<file path="src/rtl/ifetch_pkg.sv">
// ifetch_pkg
// Shared constants and types for the instruction-fetch slice.
//   INST_BYTES    : size of one instruction word in bytes (PC increment)
//   NOP_INST      : word presented to decode when nothing is buffered
//   fetch_entry_t : one buffered fetch, the word together with its PC
package ifetch_pkg;

  localparam int          INST_BYTES = 4;
  localparam logic [31:0] NOP_INST   = 32'h0000_0013;

  typedef struct packed {
    logic [31:0] pc;
    logic [31:0] inst;
  } fetch_entry_t;

endpackage

</file>
<file path="src/rtl/fetch_fifo.sv">
// fetch_fifo
// Synchronous prefetch FIFO of fetch_entry_t with a flush input.
// Ports:
//   clk, reset : clock and synchronous active-high reset
//   flush      : discard every entry (wins over push/pop)
//   push, wdata: write wdata at the tail; accepted when not full or when popping
//   pop        : advance the head (ignored when empty)
//   head       : entry at the head (registered storage)
//   count      : occupancy, 0..DEPTH
//   full/empty : occupancy flags
module fetch_fifo
  import ifetch_pkg::*;
#(
  parameter int DEPTH = 2
) (
  input  logic                     clk,
  input  logic                     reset,
  input  logic                     flush,
  input  logic                     push,
  input  fetch_entry_t             wdata,
  input  logic                     pop,
  output fetch_entry_t             head,
  output logic [$clog2(DEPTH):0]   count,
  output logic                     full,
  output logic                     empty
);

  localparam int            AW      = $clog2(DEPTH);
  localparam logic [AW:0]   DEPTH_C = (AW + 1)'(DEPTH);

  fetch_entry_t    mem [DEPTH];
  logic [AW-1:0]   wr_ptr;
  logic [AW-1:0]   rd_ptr;
  logic            do_push;
  logic            do_pop;

  assign empty = (count == '0);
  assign full  = (count == DEPTH_C);

  // A full FIFO still accepts a push when the head leaves in the same cycle.
  assign do_pop  = pop & ~empty;
  assign do_push = push & (~full | do_pop);

  assign head = mem[rd_ptr];

  // DEPTH is a power of two, so the pointers wrap by plain overflow.
  always_ff @(posedge clk) begin
    if (reset || flush) begin
      wr_ptr <= '0;
      rd_ptr <= '0;
      count  <= '0;
    end else begin
      if (do_push) wr_ptr <= wr_ptr + AW'(1);
      if (do_pop)  rd_ptr <= rd_ptr + AW'(1);
      case ({do_push, do_pop})
        2'b10:   count <= count + (AW + 1)'(1);
        2'b01:   count <= count - (AW + 1)'(1);
        default: count <= count;
      endcase
    end
  end

  always_ff @(posedge clk) begin
    if (do_push && !flush && !reset) mem[wr_ptr] <= wdata;
  end

endmodule

</file>
<file path="src/rtl/ifetch_ctrl.sv">
// ifetch_ctrl
// Instruction-fetch sequencer: owns the PC, reads the combinational ROM,
// buffers words in fetch_fifo and hands them to decode over valid/ready.
// Redirects flush the buffer and restart fetch at the new target.
// Ports:
//   clk, reset           : clock, synchronous active-high reset
//   fetch_en             : allow new ROM reads (buffer keeps draining when low)
//   rom_addr / rom_data  : ROM byte address (= fetch PC) and same-cycle word
//   inst_valid/ready     : head handshake to decode
//   inst_data / inst_pc  : head word and its PC (NOP / 0 when empty)
//   redirect_valid/pc    : one-cycle branch/jump request
//   fifo_count           : buffer occupancy
// Optional build macro IFETCH_BYPASS_EN: when the buffer is empty, the ROM word
// is presented to decode in the same cycle it is read.
module ifetch_ctrl
  import ifetch_pkg::*;
#(
  parameter logic [31:0] RESET_PC = 32'h0000_0000,
  parameter int          DEPTH    = 2
) (
  input  logic                    clk,
  input  logic                    reset,
  input  logic                    fetch_en,
  output logic [31:0]             rom_addr,
  input  logic [31:0]             rom_data,
  output logic                    inst_valid,
  input  logic                    inst_ready,
  output logic [31:0]             inst_data,
  output logic [31:0]             inst_pc,
  input  logic                    redirect_valid,
  input  logic [31:0]             redirect_pc,
  output logic [$clog2(DEPTH):0]  fifo_count
);

  logic [31:0]  fetch_pc;
  fetch_entry_t head;
  fetch_entry_t wdata;
  logic         full;
  logic         empty;
  logic         bypass;
  logic         bypass_take;
  logic         pop;
  logic         push;
  logic         fifo_push;
  logic         fifo_pop;

  assign rom_addr = fetch_pc;
  assign wdata    = '{pc: fetch_pc, inst: rom_data};

`ifdef IFETCH_BYPASS_EN
  // Empty buffer with a live fetch: expose the ROM word directly.
  assign bypass = empty & fetch_en & ~redirect_valid;
`else
  assign bypass = 1'b0;
`endif

  assign inst_valid  = ~empty | bypass;
  assign pop         = inst_valid & inst_ready;
  assign bypass_take = bypass & inst_ready;

  // A fetched word that decode takes straight from the ROM still advances the
  // PC, but never enters the buffer.
  assign push      = fetch_en & ~redirect_valid & (~full | pop);
  assign fifo_push = push & ~bypass_take;
  assign fifo_pop  = pop & ~empty;

  always_comb begin
    inst_data = NOP_INST;
    inst_pc   = 32'h0000_0000;
    if (!empty) begin
      inst_data = head.inst;
      inst_pc   = head.pc;
    end else if (bypass) begin
      inst_data = rom_data;
      inst_pc   = fetch_pc;
    end
  end

  // Redirect targets are forced to word alignment; stray low bits are dropped.
  always_ff @(posedge clk) begin
    if (reset) begin
      fetch_pc <= RESET_PC;
    end else if (redirect_valid) begin
      fetch_pc <= redirect_pc & ~32'(INST_BYTES - 1);
    end else if (push) begin
      fetch_pc <= fetch_pc + 32'(INST_BYTES);
    end
  end

  fetch_fifo #(
    .DEPTH (DEPTH)
  ) u_fifo (
    .clk   (clk),
    .reset (reset),
    .flush (redirect_valid),
    .push  (fifo_push),
    .wdata (wdata),
    .pop   (fifo_pop),
    .head  (head),
    .count (fifo_count),
    .full  (full),
    .empty (empty)
  );

endmodule

</file>
<file path="config.mk">
export PLATFORM = sky130hd
export DESIGN_NAME = ifetch_ctrl
export DESIGN_NICKNAME = d
export VERILOG_FILES = /design/src/rtl/ifetch_pkg.sv /design/src/rtl/fetch_fifo.sv /design/src/rtl/ifetch_ctrl.sv
export SDC_FILE = /design/constraint.sdc
export NUM_CORES = 1
export LEC_CHECK = 0
export ABC_AREA = 1
export ABC_CLOCK_PERIOD_IN_PS = 6800
export BUFFER_PORTS_ARGS = -buffer_cell sky130_fd_sc_hd__buf_2
export CAP_MARGIN = 40
export CORE_ASPECT_RATIO = 1.2
export CORE_UTILIZATION = 44
export CTS_BUF_LIST = sky130_fd_sc_hd__clkbuf_16
export CTS_CLUSTER_SIZE = 16
export DETAILED_ROUTE_END_ITERATION = 7
export GPL_TIMING_DRIVEN = 0
export PLACE_DENSITY = 0.68
export SYNTH_ARGS = -nofsm -noshare
export SYNTH_HDL_FRONTEND = slang
export SYNTH_SLANG_ARGS = --single-unit
</file>
<file path="constraint.sdc">
create_clock -name clk -period 6.8 [get_ports clk]
set_input_delay 1.02 -clock clk [delete_from_list [all_inputs] [get_ports clk]]
set_output_delay 1.02 -clock clk [all_outputs]
set_load 0.01 [all_outputs]
</file>
## Word level (Yosys, flattened, before mapping)

Memories as Yosys holds them, arrays and structs flattened. A register that Yosys moved wholly into a read port is not among the register bits.
Index checks and enable logic that the tools add are counted.

| operators by class | value |
|---|---|
| add/subtract/negate cells | 5 |
| eq/ne operators | 3 |
| mux-type cells | 9 |
| bitwise logic cells | 11 |
| reduce and logical (&&, ||, !) cells | 9 |

Operators by type and width:

| cell | count |
|---|---|
| $mux 32 | 4 |
| $add 32x3->32 const B | 1 |
| $and 1x1->1 | 6 |
| $eq 2x2->1 const B | 2 |
| $mux 1 | 4 |
| $pmux 2 s2 | 1 |
| $reduce_bool 2->1 | 2 |
| $not 1->1 | 3 |
| $add 1x1->1 const B | 2 |
| $add 2x1->2 const B | 1 |
| $eq 2x1->1 const B | 1 |
| $logic_and 1x1->1 | 2 |
| $logic_not 1->1 | 2 |
| $logic_not 2->1 | 1 |
| $or 1x1->1 | 2 |
| $reduce_or 2->1 | 1 |
| $sub 2x1->2 const B | 1 |
| $logic_or 1x1->1 | 1 |

| word-level totals | value |
|---|---|
| register bits after elaboration | 36 |
| bits in writable memories | 128 |
| bits of input ports | 69 |
| output and inout bits | 99 |
| logic and storage cells | 43 |
| memories | 1 |

Memories:

| memory | words | width | rd ports | clocked after memory_dff | write ports | line | RTL |
|---|---|---|---|---|---|---|---|
| u_fifo.mem | 2 | 64 | 1 | 1 | 1 | fetch_fifo.sv:31 | `fetch_entry_t mem [DEPTH];` |

## Logic depth before layout (Yosys ltp)

| depth | value |
|---|---|
| depth in word-level cells | 11 |
| mapped depth | 9 |
| mapped depth without buffers | 9 |

## Modules after synthesis

Synthesis repeated with hierarchy kept, for this count alone.

| second synthesis, totals | value |
|---|---|
| cells, all modules | 749 |
| area, all modules | 7563.5 µm² |

Modules (own cells, without submodules):

| module | instances | cells each | area each (µm²) | seq. area each (µm²) |
|---|---|---|---|---|
| fetch_fifo | 1 | 240 | 4880.9 | 3943.8 |
| ifetch_ctrl | 1 | 509 | 2682.6 | 600.6 |

## Worst setup path after synthesis

OpenSTA, ideal clock, no wires.

| timing | value |
|---|---|
| path kind | input-to-reg |
| start | input port reset |
| end | memory u_fifo.mem[0][0] (netlist bit) (enable) |
| library setup time | 0.558 ns |
| data arrival time | 5.502 ns |
| required time | 6.242 ns |
| setup slack | 0.740 ns |
| cell stages on the path | 2 |
| path buffers | 1 |
| path through | clkbuf_1 nor3_1 |

| on the way | value |
|---|---|
| longest elaborated chain between the ends | 4 |

Ends and longest elaborated chain:

| item | line | RTL |
|---|---|---|
| start: declaration | ifetch_ctrl.sv:22 | `input logic reset,` |
| $logic_not 1->1 | fetch_fifo.sv:64 | `if (do_push && !flush && !reset) mem[wr_ptr] <= wdata;` |
| $logic_and 1x1->1 | fetch_fifo.sv:64 |  |
| $mux 1 | fetch_fifo.sv:64 |  |
| $mux 1 (implied by the code) | fetch_fifo.sv:64 |  |
| end: declaration | fetch_fifo.sv:31 |  |

Every way passes these cells.

==> results.sh <==
export IMPL_tightest_slew_ns=0.805
export IMPL_layout_common_cells="239 x nand2_1, 163 x buf_2, 124 x edfxtp_1"
export IMPL_core_um2=15600
export IMPL_maxSlewHeadroom=0.461
export IMPL_postCtsHoldBufs=0
export IMPL_period_minus_slack_ns=3.10
export IMPL_grt_usage=0.212
export IMPL_reg2reg_depth=7
export IMPL_synth_cells=737
export IMPL_drive_above_1_share=0.250
export IMPL_netSwitchingFraction=0.238
export IMPL_clockPowerShare=0.418
export IMPL_numCtsBuffers=17
export IMPL_whs_ns=0.458
export IMPL_skew_ns=0.0124
export IMPL_cp_cell_sequence="clkbuf_1 -> inv_2 -> clkbuf_1 -> nand2_1 -> a21oi_1 -> buf_2"
export IMPL_drtPass1Iterations=5
export IMPL_timing_rr_end="u_fifo.mem[0][12]"
export IMPL_cts_sink_count=159
export IMPL_postPlaceCellArea_um2=8200
export IMPL_combPwrFrac=0.072
export IMPL_clk_pin_slew_ns=0.06
export IMPL_synth_seq_area_share=0.631
export IMPL_drv_cap=0
export IMPL_vdd_drop_max_v=0.000144
export IMPL_drcViolationCount=0
export IMPL_wl_mm=16.9
export IMPL_crit_path_max_incr_delay_ns=0.46
export IMPL_nets=1003
export IMPL_min_path_type="flip-flop to flip-flop"
export IMPL_grt_max_degree=17
export IMPL_fin_area_um2=8760
export IMPL_r2r_start="u_fifo.count[0]"
export IMPL_synth_area_um2=7010
export IMPL_internal_power_uw=1640
export IMPL_power_leakage_uw=0.00361
export IMPL_die_h_um=140
export IMPL_grt_pass1_vias=5318
export IMPL_clock_fmax_ghz=0.322
export IMPL_synth_distinct_cells=33
export IMPL_end_kind="primary output"
export IMPL_place_gp_congestion=0.884
export IMPL_start_util=0.450
export IMPL_viasPerCell=4.88
export IMPL_numPortBuffers=161
export IMPL_r2r_setup_slack_ns=4.46
export IMPL_cts_root_buffer="clkbuf_16"
export IMPL_maxSlewViolCount=0
export IMPL_min_path_cells=1
export IMPL_hold_path_startpoint="u_fifo.rd_ptr"
export IMPL_cts_resized=0
export IMPL_syn_to_final_growth_pct=25.0
export IMPL_routedWlPerCell_um=14.6
export IMPL_finalSetupViolations=0
export IMPL_power_share_sequential=0.511
export IMPL_dpl_hpwl_mm=12.4
export IMPL_cp_required_ns=5.78
export IMPL_fin_cells=1153
export IMPL_cts_buffer_depth=2
export IMPL_cts_setup_buffers=0
export IMPL_rows=50
export IMPL_cp_common_cell="clkbuf_1"
export IMPL_cts_tree="yes"
export IMPL_ys_ff_latch=159
export IMPL_layout_commonest_cell="nand2_1"
export IMPL_synth_avg_cell_area_um2=9.51
export IMPL_gr_total_overflow=0
export IMPL_num_vias=5621
export IMPL_status="finished clean"
export IMPL_fin_crit_sh=0.457
export IMPL_htree_levels=4
export IMPL_rsz0062_at_grt="no"
export IMPL_switching_power_uw=514
export IMPL_power_density_nw_per_um2=246
export IMPL_die_x_um=117
export IMPL_grt_first_pass_wirelength_mm=26.4
export IMPL_hold_violations=0
export IMPL_antenna_found_initial=0
export IMPL_cpMaxStageDelayCell="clkbuf_1"
export IMPL_critPathLaunchType="flip-flop"
export IMPL_dp_cells=1121
export IMPL_dieArea_um2=16400
export IMPL_antenna_left=0
export IMPL_power_uw=2160
export IMPL_criticalPathCategory="flip-flop to primary output"
export IMPL_io_pins=168
export IMPL_diodes=0
export IMPL_crit_arrival_ns=2.08
export IMPL_worstSkewPairLatency_ns=0.41
export IMPL_drt_iter0_drc=340
export IMPL_ys_warn_count=0
export IMPL_path_max_fanout=10
[flip-flops by register name (all words and copies together), names as in the netlist, named ones only]
name           count
u_fifo.mem       124
rom_addr          30
u_fifo.count       2
u_fifo.rd_ptr      1
u_fifo.wr_ptr      1
[synthesized netlist by cell type (all sizes together)]
master,n,area share
a22oi,2,0.0021
inv,69,0.037
nor2,48,0.033
o221ai,1,0.0013
o21ai,30,0.021
clkbuf,25,0.014
buf,8,0.0089
o211ai,2,0.0021
nand4,1,0.00089
nor3,3,0.0021
edfxtp,124,0.53
and2,1,0.00089
xnor2,1,0.0013
a31oi,3,0.0027
ha,2,0.0036
nand2,244,0.13
conb,1,0.00054
nand3,43,0.033
xor2,6,0.0075
dfxtp,35,0.10
nand3b,1,0.0011
a21oi,87,0.062
[worst max path at each step]
stage                             to  slack, ns  depth (start not counted)
detailed placement  u_fifo.mem[0][5]       3.64                          6
floorplan           u_fifo.mem[0][0]       0.74                          2
global route             inst_pc[15]       3.51                          6
global placement    u_fifo.mem[1][2]      -1.78                          3
finish                    inst_pc[3]       3.70                          6
CTS                       inst_pc[3]       3.66                          6
[area by class of cell]
class,instances,area [um^2]
sequential,159,4420
fill,1388,6820
multi-input combinational,479,2190
timing repair buffer,173,907
clock inverter,15,139
clock buffer,17,425
buffer,33,158
inverter,69,259
tap,208,260
[power by group through the flow]
stage / registers (uW) / clock network, uW / logic, uW
3_5_place_dp: 1120 / 0 / 155
3_3_place_gp: 1130 / 0 / 150
5_1_grt: 1110 / 966 / 174
4_1_cts: 1100 / 917 / 156
6_report: 1100 / 902 / 155
2_1_floorplan: 1120 / 0 / 79.1
[routing by layer]
layer,track usage,vias to the layer above,wire length (um)
met1,0.260,2589,6900
met5,0,-,0
met4,0.0733,0,290
met3,0.0307,17,903
li1,-,2840,-
met2,0.375,175,8790
[stage by stage]
step / worst slack, ns / util / TNS (ns)
finish: 3.70 / 0.562 / 0
global route: 3.51 / 0.562 / 0
CTS: 3.66 / 0.562 / 0
detailed placement: 3.64 / 0.526 / 0
global placement: -1.78 / 0.519 / -218.70
floorplan: 0.740 / - / 0
[cell families (layout without fill, tap and decap cells)]
kind of cell    Yosys count  after routing  synth area share
compound gates          125            125            0.0918
xor+xnor                  7              7           0.00875
flops                   159            159             0.631
fa+ha+maj                 2              2           0.00357
other cells               1              4          0.000535
simple gates            341            341             0.205
buf+inv                 102            307            0.0595
[critical path: cells and delay by family, from the launching register on]
| kind | cells | cell delay (ns) |
|---|---|---|
| compound gates | 1 | 0.18 |
| buf+inv | 4 | 1.09 |
| simple gates | 1 | 0.12 |
| flops | 1 | 0.29 |
(Power assumes the default switching activity.)
